<file path="src/rtl/dmem_arbiter_if.sv">
// Requester-side bus of the data-memory arbiter: two request/response ports.
interface dmem_arbiter_if #(
  parameter int unsigned DATA_W = 32
);
  logic              req0;
  logic              req1;
  logic              we0;
  logic              we1;
  logic [DATA_W-1:0] addr0;
  logic [DATA_W-1:0] addr1;
  logic [DATA_W-1:0] wdata0;
  logic [DATA_W-1:0] wdata1;
  logic              ready0;
  logic              ready1;
  logic              rvalid0;
  logic              rvalid1;
  logic [DATA_W-1:0] rdata0;
  logic [DATA_W-1:0] rdata1;
  logic              err0;
  logic              err1;

  // Requesters drive requests and consume grants/responses.
  modport master (
    output req0, req1, we0, we1, addr0, addr1, wdata0, wdata1,
    input  ready0, ready1, rvalid0, rvalid1, rdata0, rdata1, err0, err1
  );

  // The arbiter consumes requests and produces grants/responses.
  modport slave (
    input  req0, req1, we0, we1, addr0, addr1, wdata0, wdata1,
    output ready0, ready1, rvalid0, rvalid1, rdata0, rdata1, err0, err1
  );
endinterface

</file>
<file path="src/rtl/dmem_arbiter.sv">
// Round-robin, burst-bounded arbiter sharing one single-port data memory
// between the CPU (port 0) and the debug/DMA loader (port 1).
module dmem_arbiter #(
  parameter int unsigned DATA_W    = 32,
  parameter int unsigned DEPTH     = 1024,
  parameter int unsigned MAX_BURST = 4
) (
  input  logic              clk,
  input  logic              rst_n,
  dmem_arbiter_if.slave     bus,
  output logic [DATA_W-1:0] mem_address,
  output logic [DATA_W-1:0] mem_write_data,
  output logic              mem_read,
  output logic              mem_write,
  input  logic [DATA_W-1:0] mem_read_data
);

  localparam int unsigned       CNT_W      = $clog2(MAX_BURST + 1);
  localparam logic [CNT_W-1:0]  BURST_MAX  = CNT_W'(MAX_BURST);
  localparam logic [DATA_W-1:0] ADDR_LIMIT = DATA_W'(DEPTH);

  typedef enum logic [1:0] {IDLE, OWN0, OWN1} state_t;

  state_t            state, state_nxt;
  logic [CNT_W-1:0]  burst_cnt, burst_nxt;
  logic              last_owner, last_nxt;

  logic              gnt_vld;
  logic              gnt_port;
  logic              fresh;
  logic              own;
  logic              own_req;
  logic              oth_req;

  logic              sel_we;
  logic [DATA_W-1:0] sel_addr;
  logic [DATA_W-1:0] sel_wdata;
  logic              addr_bad;

  logic              resp_valid;
  logic              resp_port;
  logic              resp_err;
  logic              rvalid0_w;
  logic              rvalid1_w;

  // Arbitration state, burst counter and round-robin history.
  always_ff @(posedge clk or negedge rst_n) begin
    if (!rst_n) begin
      state      <= IDLE;
      burst_cnt  <= '0;
      last_owner <= 1'b1;
    end else begin
      state      <= state_nxt;
      burst_cnt  <= burst_nxt;
      last_owner <= last_nxt;
    end
  end

  // Grant selection and ownership transitions; a grant to a new owner
  // ("fresh") restarts the burst count with no idle bubble.
  always_comb begin
    state_nxt = state;
    burst_nxt = burst_cnt;
    last_nxt  = last_owner;
    gnt_vld   = 1'b0;
    gnt_port  = 1'b0;
    fresh     = 1'b0;
    own       = (state == OWN1);
    own_req   = own ? bus.req1 : bus.req0;
    oth_req   = own ? bus.req0 : bus.req1;
    case (state)
      IDLE: begin
        fresh = 1'b1;
        if (bus.req0 && bus.req1) begin
          gnt_vld  = 1'b1;
          gnt_port = ~last_owner;
        end else if (bus.req0 || bus.req1) begin
          gnt_vld  = 1'b1;
          gnt_port = bus.req1;
        end
      end
      OWN0, OWN1: begin
        if (own_req && !(oth_req && burst_cnt == BURST_MAX)) begin
          gnt_vld  = 1'b1;
          gnt_port = own;
          if (burst_cnt != BURST_MAX) burst_nxt = burst_cnt + CNT_W'(1);
        end else begin
          last_nxt = own;
          fresh    = 1'b1;
          if (oth_req) begin
            gnt_vld  = 1'b1;
            gnt_port = ~own;
          end else begin
            state_nxt = IDLE;
            burst_nxt = '0;
          end
        end
      end
      default: state_nxt = IDLE;
    endcase
    if (!rst_n) gnt_vld = 1'b0;
    if (gnt_vld && fresh) begin
      state_nxt = gnt_port ? OWN1 : OWN0;
      burst_nxt = CNT_W'(1);
    end
  end

  // Granted-port mux and memory strobes; out-of-range grants never reach the array.
  always_comb begin
    sel_we         = gnt_port ? bus.we1    : bus.we0;
    sel_addr       = gnt_port ? bus.addr1  : bus.addr0;
    sel_wdata      = gnt_port ? bus.wdata1 : bus.wdata0;
    addr_bad       = (sel_addr >= ADDR_LIMIT);
    mem_address    = '0;
    mem_write_data = '0;
    mem_read       = 1'b0;
    mem_write      = 1'b0;
    if (gnt_vld && !addr_bad) begin
      mem_address    = sel_addr;
      mem_write_data = sel_wdata;
      mem_write      = sel_we;
      mem_read       = ~sel_we;
    end
  end

  // One-cycle response tracker for accepted reads and rejected accesses.
  always_ff @(posedge clk or negedge rst_n) begin
    if (!rst_n) begin
      resp_valid <= 1'b0;
      resp_port  <= 1'b0;
      resp_err   <= 1'b0;
    end else begin
      resp_valid <= gnt_vld && (addr_bad || !sel_we);
      resp_port  <= gnt_port;
      resp_err   <= gnt_vld && addr_bad;
    end
  end

  assign rvalid0_w   = resp_valid && !resp_port && !resp_err;
  assign rvalid1_w   = resp_valid &&  resp_port && !resp_err;

  assign bus.ready0  = gnt_vld && !gnt_port;
  assign bus.ready1  = gnt_vld &&  gnt_port;
  assign bus.rvalid0 = rvalid0_w;
  assign bus.rvalid1 = rvalid1_w;
  assign bus.err0    = resp_valid && !resp_port && resp_err;
  assign bus.err1    = resp_valid &&  resp_port && resp_err;
  assign bus.rdata0  = rvalid0_w ? mem_read_data : '0;
  assign bus.rdata1  = rvalid1_w ? mem_read_data : '0;

endmodule
</file>
<file path="src/flat_wrapper.sv">
// flat-port wrapper written by rule: the top's interface ports become plain ports
module dmem_arbiter_flat 
#(
  parameter int unsigned DATA_W    = 32,
  parameter int unsigned DEPTH     = 1024,
  parameter int unsigned MAX_BURST = 4
)
  (clk, rst_n, mem_address, mem_write_data, mem_read, mem_write, mem_read_data, bus_req0, bus_req1, bus_we0, bus_we1, bus_addr0, bus_addr1, bus_wdata0, bus_wdata1, bus_ready0, bus_ready1, bus_rvalid0, bus_rvalid1, bus_rdata0, bus_rdata1, bus_err0, bus_err1);
  dmem_arbiter_if #(.DATA_W(DATA_W)) bus_i ();
  input  logic clk;
  input  logic rst_n;
  output logic [DATA_W-1:0] mem_address;
  output logic [DATA_W-1:0] mem_write_data;
  output logic mem_read;
  output logic mem_write;
  input  logic [DATA_W-1:0] mem_read_data;
  input wire logic [$bits(bus_i.req0)-1:0] bus_req0;
  input wire logic [$bits(bus_i.req1)-1:0] bus_req1;
  input wire logic [$bits(bus_i.we0)-1:0] bus_we0;
  input wire logic [$bits(bus_i.we1)-1:0] bus_we1;
  input wire logic [$bits(bus_i.addr0)-1:0] bus_addr0;
  input wire logic [$bits(bus_i.addr1)-1:0] bus_addr1;
  input wire logic [$bits(bus_i.wdata0)-1:0] bus_wdata0;
  input wire logic [$bits(bus_i.wdata1)-1:0] bus_wdata1;
  output wire logic [$bits(bus_i.ready0)-1:0] bus_ready0;
  output wire logic [$bits(bus_i.ready1)-1:0] bus_ready1;
  output wire logic [$bits(bus_i.rvalid0)-1:0] bus_rvalid0;
  output wire logic [$bits(bus_i.rvalid1)-1:0] bus_rvalid1;
  output wire logic [$bits(bus_i.rdata0)-1:0] bus_rdata0;
  output wire logic [$bits(bus_i.rdata1)-1:0] bus_rdata1;
  output wire logic [$bits(bus_i.err0)-1:0] bus_err0;
  output wire logic [$bits(bus_i.err1)-1:0] bus_err1;
  assign bus_i.req0 = bus_req0;
  assign bus_i.req1 = bus_req1;
  assign bus_i.we0 = bus_we0;
  assign bus_i.we1 = bus_we1;
  assign bus_i.addr0 = bus_addr0;
  assign bus_i.addr1 = bus_addr1;
  assign bus_i.wdata0 = bus_wdata0;
  assign bus_i.wdata1 = bus_wdata1;
  assign bus_ready0 = bus_i.ready0;
  assign bus_ready1 = bus_i.ready1;
  assign bus_rvalid0 = bus_i.rvalid0;
  assign bus_rvalid1 = bus_i.rvalid1;
  assign bus_rdata0 = bus_i.rdata0;
  assign bus_rdata1 = bus_i.rdata1;
  assign bus_err0 = bus_i.err0;
  assign bus_err1 = bus_i.err1;
  dmem_arbiter #(.DATA_W(DATA_W), .DEPTH(DEPTH), .MAX_BURST(MAX_BURST)) u_core (.clk(clk), .rst_n(rst_n), .bus(bus_i), .mem_address(mem_address), .mem_write_data(mem_write_data), .mem_read(mem_read), .mem_write(mem_write), .mem_read_data(mem_read_data));
endmodule
</file>
<file path="config.mk">
export PLATFORM = sky130hd
export DESIGN_NAME = dmem_arbiter_flat
export DESIGN_NICKNAME = d
export VERILOG_FILES = /design/src/rtl/dmem_arbiter_if.sv /design/src/rtl/dmem_arbiter.sv /design/src/flat_wrapper.sv
export SDC_FILE = /design/constraint.sdc
export NUM_CORES = 1
export LEC_CHECK = 0
export BUFFER_PORTS_ARGS = -buffer_cell sky130_fd_sc_hd__buf_4
export CORE_AREA = 2 2 116 118
export CTS_CLUSTER_SIZE = 20
export DETAILED_ROUTE_END_ITERATION = 10
export DIE_AREA = 0 0 118 120
export PLACE_DENSITY = 0.61
export SYNTH_ARGS = -nofsm -noshare
export SYNTH_HDL_FRONTEND = slang
export SYNTH_SLANG_ARGS = --single-unit
</file>
<file path="constraint.sdc">
create_clock -name clk -period 5.5 [get_ports clk]
set_clock_uncertainty 0.05 [all_clocks]
set_input_delay 0.275 -clock clk [delete_from_list [all_inputs] [get_ports clk]]
set_output_delay 0.275 -clock clk [all_outputs]
set_load 0.1 [all_outputs]
</file>
== Word level (Yosys, flattened, before mapping) ==
Cells that the tools add are included.
Word-level totals
  register bits: 9
  input bits: 166
  output and inout port bits: 136
Cells by class
  add/sub/neg operators: 1
  $lt $le $gt $ge: 1
  equal/unequal tests: 9
  multiplexer cells: 34
  bitwise operators: 4
  reduce and logical (&&, ||, !) cells: 29
Operators with widths (count)
  $mux W32: 6
  $ge A32 B11 Y1 const B: 1
  $logic_and A1 B1 Y1: 15
  $mux W1: 15
  $mux W3: 5
  $ne A3 B3 Y1 const B: 5
  $mux W2: 4
  $logic_not A1 Y1: 6
  $pmux W1 S2: 3
  $reduce_and A3 Y1: 2
  $not A1 Y1: 4
  $pmux W2 S2: 1
  $add A3 B1 Y3 const B: 1
  $eq A3 B3 Y1 const B: 1
  $eq A2 B1 Y1 const B: 1
  $eq A2 B2 Y1 const B: 1
  $logic_not A2 Y1: 1
  $logic_or A1 B1 Y1: 2
  $ne A2 B1 Y1 const B: 1
  $reduce_and A2 Y1: 1
  $reduce_bool A2 Y1: 1
  $reduce_or A2 Y1: 1

== Logic depth before layout (Yosys ltp) ==
Gate-level depths: netlist (run 1).
  depth after elaboration: 12
  mapped depth: 11
  mapped depth without buffers: 8

== Worst setup path after synthesis (run 1) ==
Ideal clock, no wire load.
  path type: flip-flop to output port
  start: register u_core.state[0]
  end: output mem_write_data[16]
  arrival time: 3.287 ns
  required time: 5.175 ns
  slack: 1.888 ns
  cell stages (with the launch flop): 11
  path buffers: 2
  cell sequence: dfrtp_1 > inv_1 > ha_1 > and4_1 > a2111oi_0 > a31oi_1 > inv_2 > buf_4 > buf_4 > nand3_1 > a21oi_1
On the way
  cells in the longest elaborated chain, start to end: 12
  elaborated cells on any way between the ends: 23
  those cells by class: 1 x order compare; 2 x eq/ne; 12 x mux; 1 x bitwise; 7 x reduce/logical
RTL lines
  from (decl): line dmem_arbiter.sv:24  | state_t state, state_nxt;
  from (signal assigned): line dmem_arbiter.sv:53  | state <= state_nxt;
  $eq A2 B2 Y1: line dmem_arbiter.sv:68, dmem_arbiter.sv:71
  $mux W1: line dmem_arbiter.sv:70  | oth_req = own ? bus.req0 : bus.req1;
  $logic_and A1 B1 Y1: line dmem_arbiter.sv:83  | if (own_req && !(oth_req && burst_cnt == BURST_MAX)) begin
  $logic_not A1 Y1: line dmem_arbiter.sv:83
  $logic_and A1 B1 Y1: line dmem_arbiter.sv:83
  $mux W1: line dmem_arbiter.sv:83
  $pmux W1 S2: line dmem_arbiter.sv:71  | case (state)
  $mux W32: line dmem_arbiter.sv:111  | sel_addr = gnt_port ? bus.addr1 : bus.addr0;
  $ge A32 B11 Y1: line dmem_arbiter.sv:113  | addr_bad = (sel_addr >= ADDR_LIMIT);
  $logic_not A1 Y1: line dmem_arbiter.sv:118  | if (gnt_vld && !addr_bad) begin
  $logic_and A1 B1 Y1: line dmem_arbiter.sv:118
  $mux W32 *: line dmem_arbiter.sv:118
  to (decl): line flat_wrapper.sv:13  | output logic [DATA_W-1:0] mem_write_data;
Mark *: on every way between the ends. The rest lies on a longest branch, timed or not.

== Worst setup path after layout (run 1) ==
  start: register u_core.state[0]
  end: output mem_write
On the way
  cells in the longest elaborated chain, start to end: 12
  elaborated cells on any way between the ends: 23
  those cells by class: 1 x order compare; 2 x eq/ne; 12 x mux; 1 x bitwise; 7 x reduce/logical
RTL lines
  $eq A2 B2 Y1: line dmem_arbiter.sv:68, dmem_arbiter.sv:71
  $mux W1: line dmem_arbiter.sv:70
  $logic_and A1 B1 Y1: line dmem_arbiter.sv:83
  $logic_not A1 Y1: line dmem_arbiter.sv:83
  $logic_and A1 B1 Y1: line dmem_arbiter.sv:83
  $mux W1: line dmem_arbiter.sv:83
  $pmux W1 S2: line dmem_arbiter.sv:71
  $mux W32: line dmem_arbiter.sv:111
  $ge A32 B11 Y1: line dmem_arbiter.sv:113
  $logic_not A1 Y1: line dmem_arbiter.sv:118
  $logic_and A1 B1 Y1: line dmem_arbiter.sv:118
  $mux W1 *: line dmem_arbiter.sv:118
  to (decl): line flat_wrapper.sv:15  | output logic mem_write;
Marks and branches as above.

==> run_results.csv, run 1 <==
group,metric,value,unit
cts,cts_root_buf,"clkbuf_16",
placement,port_buffers,279,
die,rows,42,
logic_synthesis,syn_area_per_cell,6.985,µm²
critical_path,crit_path_end_kind,"output port",
timing,setup_violations,0,
timing,tightest_slew,0.8883,ns
logic_synthesis,synth_seq_cells,9,
power_and_ir_drop,ir_worst_vdd,0.1372,mV
logic_synthesis,synth_area,0.002361,mm²
die,die_h,120,µm
cells_and_area,syn2layout_area_growth,89.98,%
logic_synthesis,yosysWarnings,0,
global_routing,grt_max_degree,49,
routing,vias_per_cell,4.447,
die,die_w,118,µm
timing,relSlewSlack,40.78,%
cells_and_area,nets,767,
global_routing,grt.busiest_layer,"met2",
cts,clkLatencyLatePin,0.23,ns
outcome,outcome,"finished, final reports clean",
routing,first_pass_iters,4,
cells_and_area,regArea,226.5,µm²
timing,hold_viol_final,0,
cells_and_area,multi_input_area,0.001797,mm²
global_routing,grt_usage,13.20,%
die,num_io_pins,302,
critical_path,setup.worst_path.class,"reg -> out",
logic_synthesis,synthTopCellsByCount,"86 x nand3_1, 65 x and2_1, 35 x a21oi_1",
hold_path,hold_class,"in -> async",
timing,tns,0,ns
logic_synthesis,synthArstFlopShare,100.0,%
logic_synthesis,yosys_most_used_dff,"dfrtp_1",
global_routing,grt_pass1_vias,3254,
routing,wire_per_inst,13.54,µm
logic_synthesis,syn_inst,338,
routing,postRouteAntennaNets,0,
cts,htree_levels,1,
routing,wirelength,10440,µm
routing,drc,0,
placement,gp_congestion,0.8214,
routing,route.vias.total,3429,
die,dieArea,0.01416,mm²
critical_path,worstPathMaxFanout,48,
cells_and_area,n_fill_cell,1377,
cts,path_clk_slew,0.04,ns
logic_synthesis,synthTopCellsByArea,"nand3_1 18%, and2_1 17%, dfrtp_1 8.5%",
die,fp.coreArea,0.01298,mm²
global_routing,use_met2,25.04,%
logic_synthesis,synth_edf_count,0,
cts,cts_tree,"done",
power_and_ir_drop,power.density,352.9,mW/mm²
critical_path,required,5.18,ns
logic_synthesis,yosysMostFrequentCell,"nand3_1",
routing,drt_iter0_drc,135,
timing,fin_crit,3.964,ns
cells_and_area,fin_util,34.56,%
logic_synthesis,synth.distinct_cells,49,
job,maxCapViolations,0,
global_routing,antenna_found_initial,1,
logic_synthesis,yosys.area.top_type,"nand3_1",
placement,dp_hpwl,8470,µm
cts,clock_path_buffers,2,
timing,slew_viol_final,0,
global_routing,grt_pass1_wl,15730,µm
die,start_util,18.19,%
critical_path,start_kind,"flip-flop",
cells_and_area,drive_gt1_share,53.54,%
timing,fmax,0.2522,GHz
critical_path,cp.arrival,3.64,ns
cts,cts_buffers,3,
global_routing,met3_usage,2.757,%
logic_synthesis,seq_area_frac_synth,9.592,%
global_routing,grt_overflow_total,0,
timing,rsz0062_at_grt,"no",
global_routing,gr-usage-met1,15.08,%
logic_synthesis,synth_top_area_share,18.23,%
power_and_ir_drop,power.leakage,2.120,nW
timing,finalCritPeriodShare,72.08,%
cts,cts_sinks,9,
-- what timing repair did --
item / CTS / global route
hold buffers: 1 / 0
gates resized for setup: 0 / 0
setup buffers: 0 / 0
endpoints found under the hold margin: 8 / 0
-- placed cells by master (no fill, tap or decap), types with 2 or more instances in the layout --
master     instances
dfrtp_1            8
nand3b_1           3
or4_4              2
mux2_2             2
nor4_1             8
nand3_1           86
and3b_1            2
a21oi_2           13
nor4_4             2
nand2b_1           2
buf_4            284
nor2b_1            3
nor2_1             5
a21oi_1           35
or4b_2             2
conb_1            22
mux2i_1            2
nand4_1            2
o21ai_0            2
clkbuf_16          3
and2_1            65
ha_1               6
nand2_1            7
inv_1              4
-- power by group --
group | switching [mW] | total, mW | internal (mW)
Combinational | 1.02 | 1.34 | 0.317
Sequential | 0.0251 | 0.120 | 0.0945
Clock | 0.0285 | 0.125 | 0.0966
Total | 1.08 | 1.58 | 0.508
-- final cells by class --
type | instances | area share [%]
multi-input combinational | 291 | 40.06
inverter | 5 | 0.4184
tap | 176 | 4.909
timing repair buffer | 285 | 47.75
clock buffer | 4 | 1.757
antenna | 1 | 0.05579
sequential | 9 | 5.049
-- logic make-up after synthesis --
family / synth area share, %
and+or+nand+nor: 50.40
adders and majority gates: 3.180
buffers and inverters: 18.81
DFF: 9.592
AOI/OAI and AO/OA: 16.06
other: 0.1588
muxes: 1.802
-- per-layer routing --
metal / up-vias / wire length, µm
met5: - / 0
met4: 0 / 156
met3: 10 / 921
met2: 199 / 5351
met1: 1560 / 4012
li1: 1660 / -
-- final timing paths --
kind	from	endpoint	slack (ns)	cells past startpoint
min reg2reg	u_core.burst_cnt[1]	u_core.burst_cnt[1]	0.49	2
max reg2reg	u_core.state[0]	u_core.resp_valid	2.18	9
max	u_core.state[0]	mem_write	1.54	10
min in group clk	bus_we0	u_core.resp_valid	0.40	3
min	rst_n	u_core.resp_valid	0.36	2
max in group asynchronous	rst_n	u_core.last_owner	4.82	2
-- through the flow --
stage          hold slack (ns)  std cells  power [mW]  setup slack (ns)  cell area, µm²
2_1_floorplan         -0.07059        359       1.211             1.888            2440
3_3_place_gp           0.05572        765       1.448             1.858            4394
3_5_place_dp           0.05652        765       1.468             1.728            4394
4_1_cts                 0.3652        770       1.598             1.465            4483
5_1_grt                 0.3960        771       1.661             1.230            4486
6_report                0.3622        771       1.583             1.536            4486
-- critical path, stage by stage, from the launching register on --
cell       delay (ns)
dfrtp_1          0.37
inv_1            0.09
ha_1             0.30
and4_1           0.23
a2111oi_0        0.68
a31oi_4          0.03
buf_4            0.31
inv_2            0.66
nand3_1          0.19
a21oi_1          0.20
buf_4            0.31
-- registers in the layout, indices dropped and copies added (netlist names) --
| name | flops |
|---|---|
| u_core.burst_cnt | 3 |
| u_core.last_owner | 1 |
| u_core.resp_err | 1 |
| u_core.resp_port | 1 |
| u_core.resp_valid | 1 |
| u_core.state | 2 |
(Power assumes the default switching activity.)
==> run 2, diff against run 1 <==
--- a/config.mk
+++ b/config.mk
@@ -6,11 +6,11 @@
 export NUM_CORES = 1
 export LEC_CHECK = 0
 export BUFFER_PORTS_ARGS = -buffer_cell sky130_fd_sc_hd__buf_4
-export CORE_AREA = 2 2 116 118
+export CORE_AREA = 2 2 117 119
 export CTS_CLUSTER_SIZE = 20
 export DETAILED_ROUTE_END_ITERATION = 10
-export DIE_AREA = 0 0 118 120
-export PLACE_DENSITY = 0.61
+export DIE_AREA = 0 0 119 121
+export PLACE_DENSITY = 0.6
 export SYNTH_ARGS = -nofsm -noshare
 export SYNTH_HDL_FRONTEND = slang
 export SYNTH_SLANG_ARGS = --single-unit
==> constraint.sdc (replaced) <==
create_clock -name clk -period 3.9 [get_ports clk]
set_clock_uncertainty 0.05 [all_clocks]
set_input_delay 0.195 -clock clk [delete_from_list [all_inputs] [get_ports clk]]
set_output_delay 0.195 -clock clk [all_outputs]
set_load 0.1 [all_outputs]
==> run 2 against run 1 <==
  * Utilization is 0.14 points lower
  * Final cell count stayed put
  * Sequential power is 39% higher
  * Critical path depth stayed put
  * Die area is 1.7% higher
  * Clock power is 44% higher
  * Worst hold slack worse by 0.081 ns
  * Worst setup slack worse by 0.81 ns
  * Combinational power is 44% higher
  * Wire length is 13% higher
  * Count of clock-buffer cells in the layout stayed put
  * Global-route usage is 1.8 points higher
==> run_results.csv, run 2 (synthesis gave the netlist of run 1 again) <==
group,metric,value,unit
placement,gp_congestion,0.8012,
timing,rsz0062_at_grt,"no",
power_and_ir_drop,ir_worst_vdd,0.3774,mV
critical_path,setup.worst_path.class,"reg -> out",
routing,wirelength,11770,µm
die,die_w,119,µm
critical_path,cp.arrival,2.93,ns
cts,cts_sinks,9,
placement,port_buffers,279,
cells_and_area,n_fill_cell,1402,
global_routing,antenna_found_initial,0,
die,fp.coreArea,0.01309,mm²
die,dieArea,0.01440,mm²
cells_and_area,drive_gt1_share,53.61,%
critical_path,worstPathMaxFanout,48,
global_routing,grt_usage,14.98,%
routing,route.vias.total,3437,
routing,first_pass_iters,4,
timing,tns,0,ns
routing,wire_per_inst,15.27,µm
die,rows,42,
timing,fin_crit,3.170,ns
timing,setup_violations,0,
cells_and_area,nets,768,
job,maxCapViolations,0,
placement,dp_cells,766,
cts,clock_path_buffers,2,
global_routing,grt_overflow_total,0,
cts,cts_setup_buffers,0,
timing,tightest_slew,0.8082,ns
routing,drt_iter0_drc,103,
die,start_util,18.04,%
timing,relSlewSlack,46.12,%
outcome,outcome,"finished, final reports clean",
cells_and_area,syn2layout_area_growth,90.73,%
cts,clkLatencyLatePin,0.23,ns
placement,placed_area,0.004414,mm²
cts,cts_hold_buf,1,
cells_and_area,top_register,"u_core.burst_cnt",
cells_and_area,final_common_cell,"buf_4",
timing,fmax,0.3154,GHz
cts,path_clk_slew,0.04,ns
cts,cts_root_buf,"clkbuf_16",
critical_path,start_kind,"flip-flop",
timing,finalCritPeriodShare,81.28,%
power_and_ir_drop,power.leakage,2.129,nW
die,die_h,121,µm
timing,hold_viol_final,0,
cells_and_area,reg_top3,"u_core.burst_cnt: 3 flops, u_core.state: 2 flops",
hold_path,hold_class,"in -> async",
global_routing,grt_pass1_wl,17390,µm
cts,htree_levels,1,
routing,postRouteAntennaNets,0,
placement,dp_hpwl,9874,µm
cells_and_area,largest_reg_flops,3,
cells_and_area,diodes,0,
critical_path,required,3.65,ns
routing,drc,0,
cells_and_area,fin_cells,771,
global_routing,grt_max_degree,49,
timing,slew_viol_final,0,
die,num_io_pins,302,
power_and_ir_drop,p_total,2.277,mW
routing,vias_per_cell,4.458,
cells_and_area,mostFrequentLayoutCells,"284 x buf_4, 86 x nand3_1, 65 x and2_1, 35 x a21oi_1, 22 x conb_1",
cts,cts_buffers,3,
power_and_ir_drop,power.density,505.6,mW/mm²
global_routing,grt_pass1_vias,3287,
cells_and_area,finish.instance_area,0.004503,mm²
cts,cts_resized,0,
cts,cts_tree,"done",
critical_path,crit_path_end_kind,"output port",
## run 2: per-stage QoR
step,worst slack (ns),hold slack [ns],utilization (%)
after floorplan,0.3682,-0.1506,-
final,0.7299,0.2810,34.41
after global placement,1.001,-0.02226,33.73
after global routing,0.5334,0.2887,34.41
after detailed placement,0.9370,-0.02134,33.73
after CTS,0.6958,0.2753,34.41
## run 2: final cells by class
class	count	area (µm²)	share of cell area, %
Sequential cell	9	226.5	5.029
Timing Repair Buffer	286	2162	48.01
Clock buffer	4	78.83	1.750
Inverter	5	18.77	0.4168
Multi-Input combinational cell	291	1797	39.90
Tap cell	176	220.2	4.890
## run 2: per-layer routing
| layer | up-vias | routed length [µm] | track usage (%) |
|---|---|---|---|
| met5 | - | 0 | 0 |
| met4 | 0 | 124 | 2.158 |
| met3 | 10 | 950 | 2.632 |
| met2 | 208 | 6390 | 29.67 |
| met1 | 1560 | 4307 | 16.90 |
| li1 | 1659 | - | - |
## run 2: path summary, 6_finish.rpt
path | slack (ns) | end | from | cells past startpoint
worst min register to register | 0.50 | u_core.burst_cnt[1] | u_core.burst_cnt[1] | 2
max in group asynchronous | 3.31 | u_core.last_owner | rst_n | 2
min in group clk | 0.34 | u_core.resp_valid | bus_we0 | 3
worst max-delay path | 0.73 | mem_write_data[6] | u_core.state[0] | 10
worst max register to register | 1.32 | u_core.resp_valid | u_core.state[0] | 9
worst min-delay path | 0.28 | u_core.burst_cnt[2] | rst_n | 2
## run 2: worst max-delay path: stages, from the launching register on
cell	delay, ns
dfrtp_1	0.39
inv_1	0.11
ha_1	0.35
nor2b_1	0.08
a2111oi_0	0.70
a31oi_4	0.06
inv_2	0.10
buf_12	0.23
nand3_1	0.13
a21oi_2	0.20
buf_4	0.32
## run 2: report_power, final
group	switching, mW	internal [mW]	total, mW
registers	0.0336	0.133	0.167
clock network	0.0436	0.137	0.180
logic	1.46	0.473	1.93
total	1.53	0.742	2.28
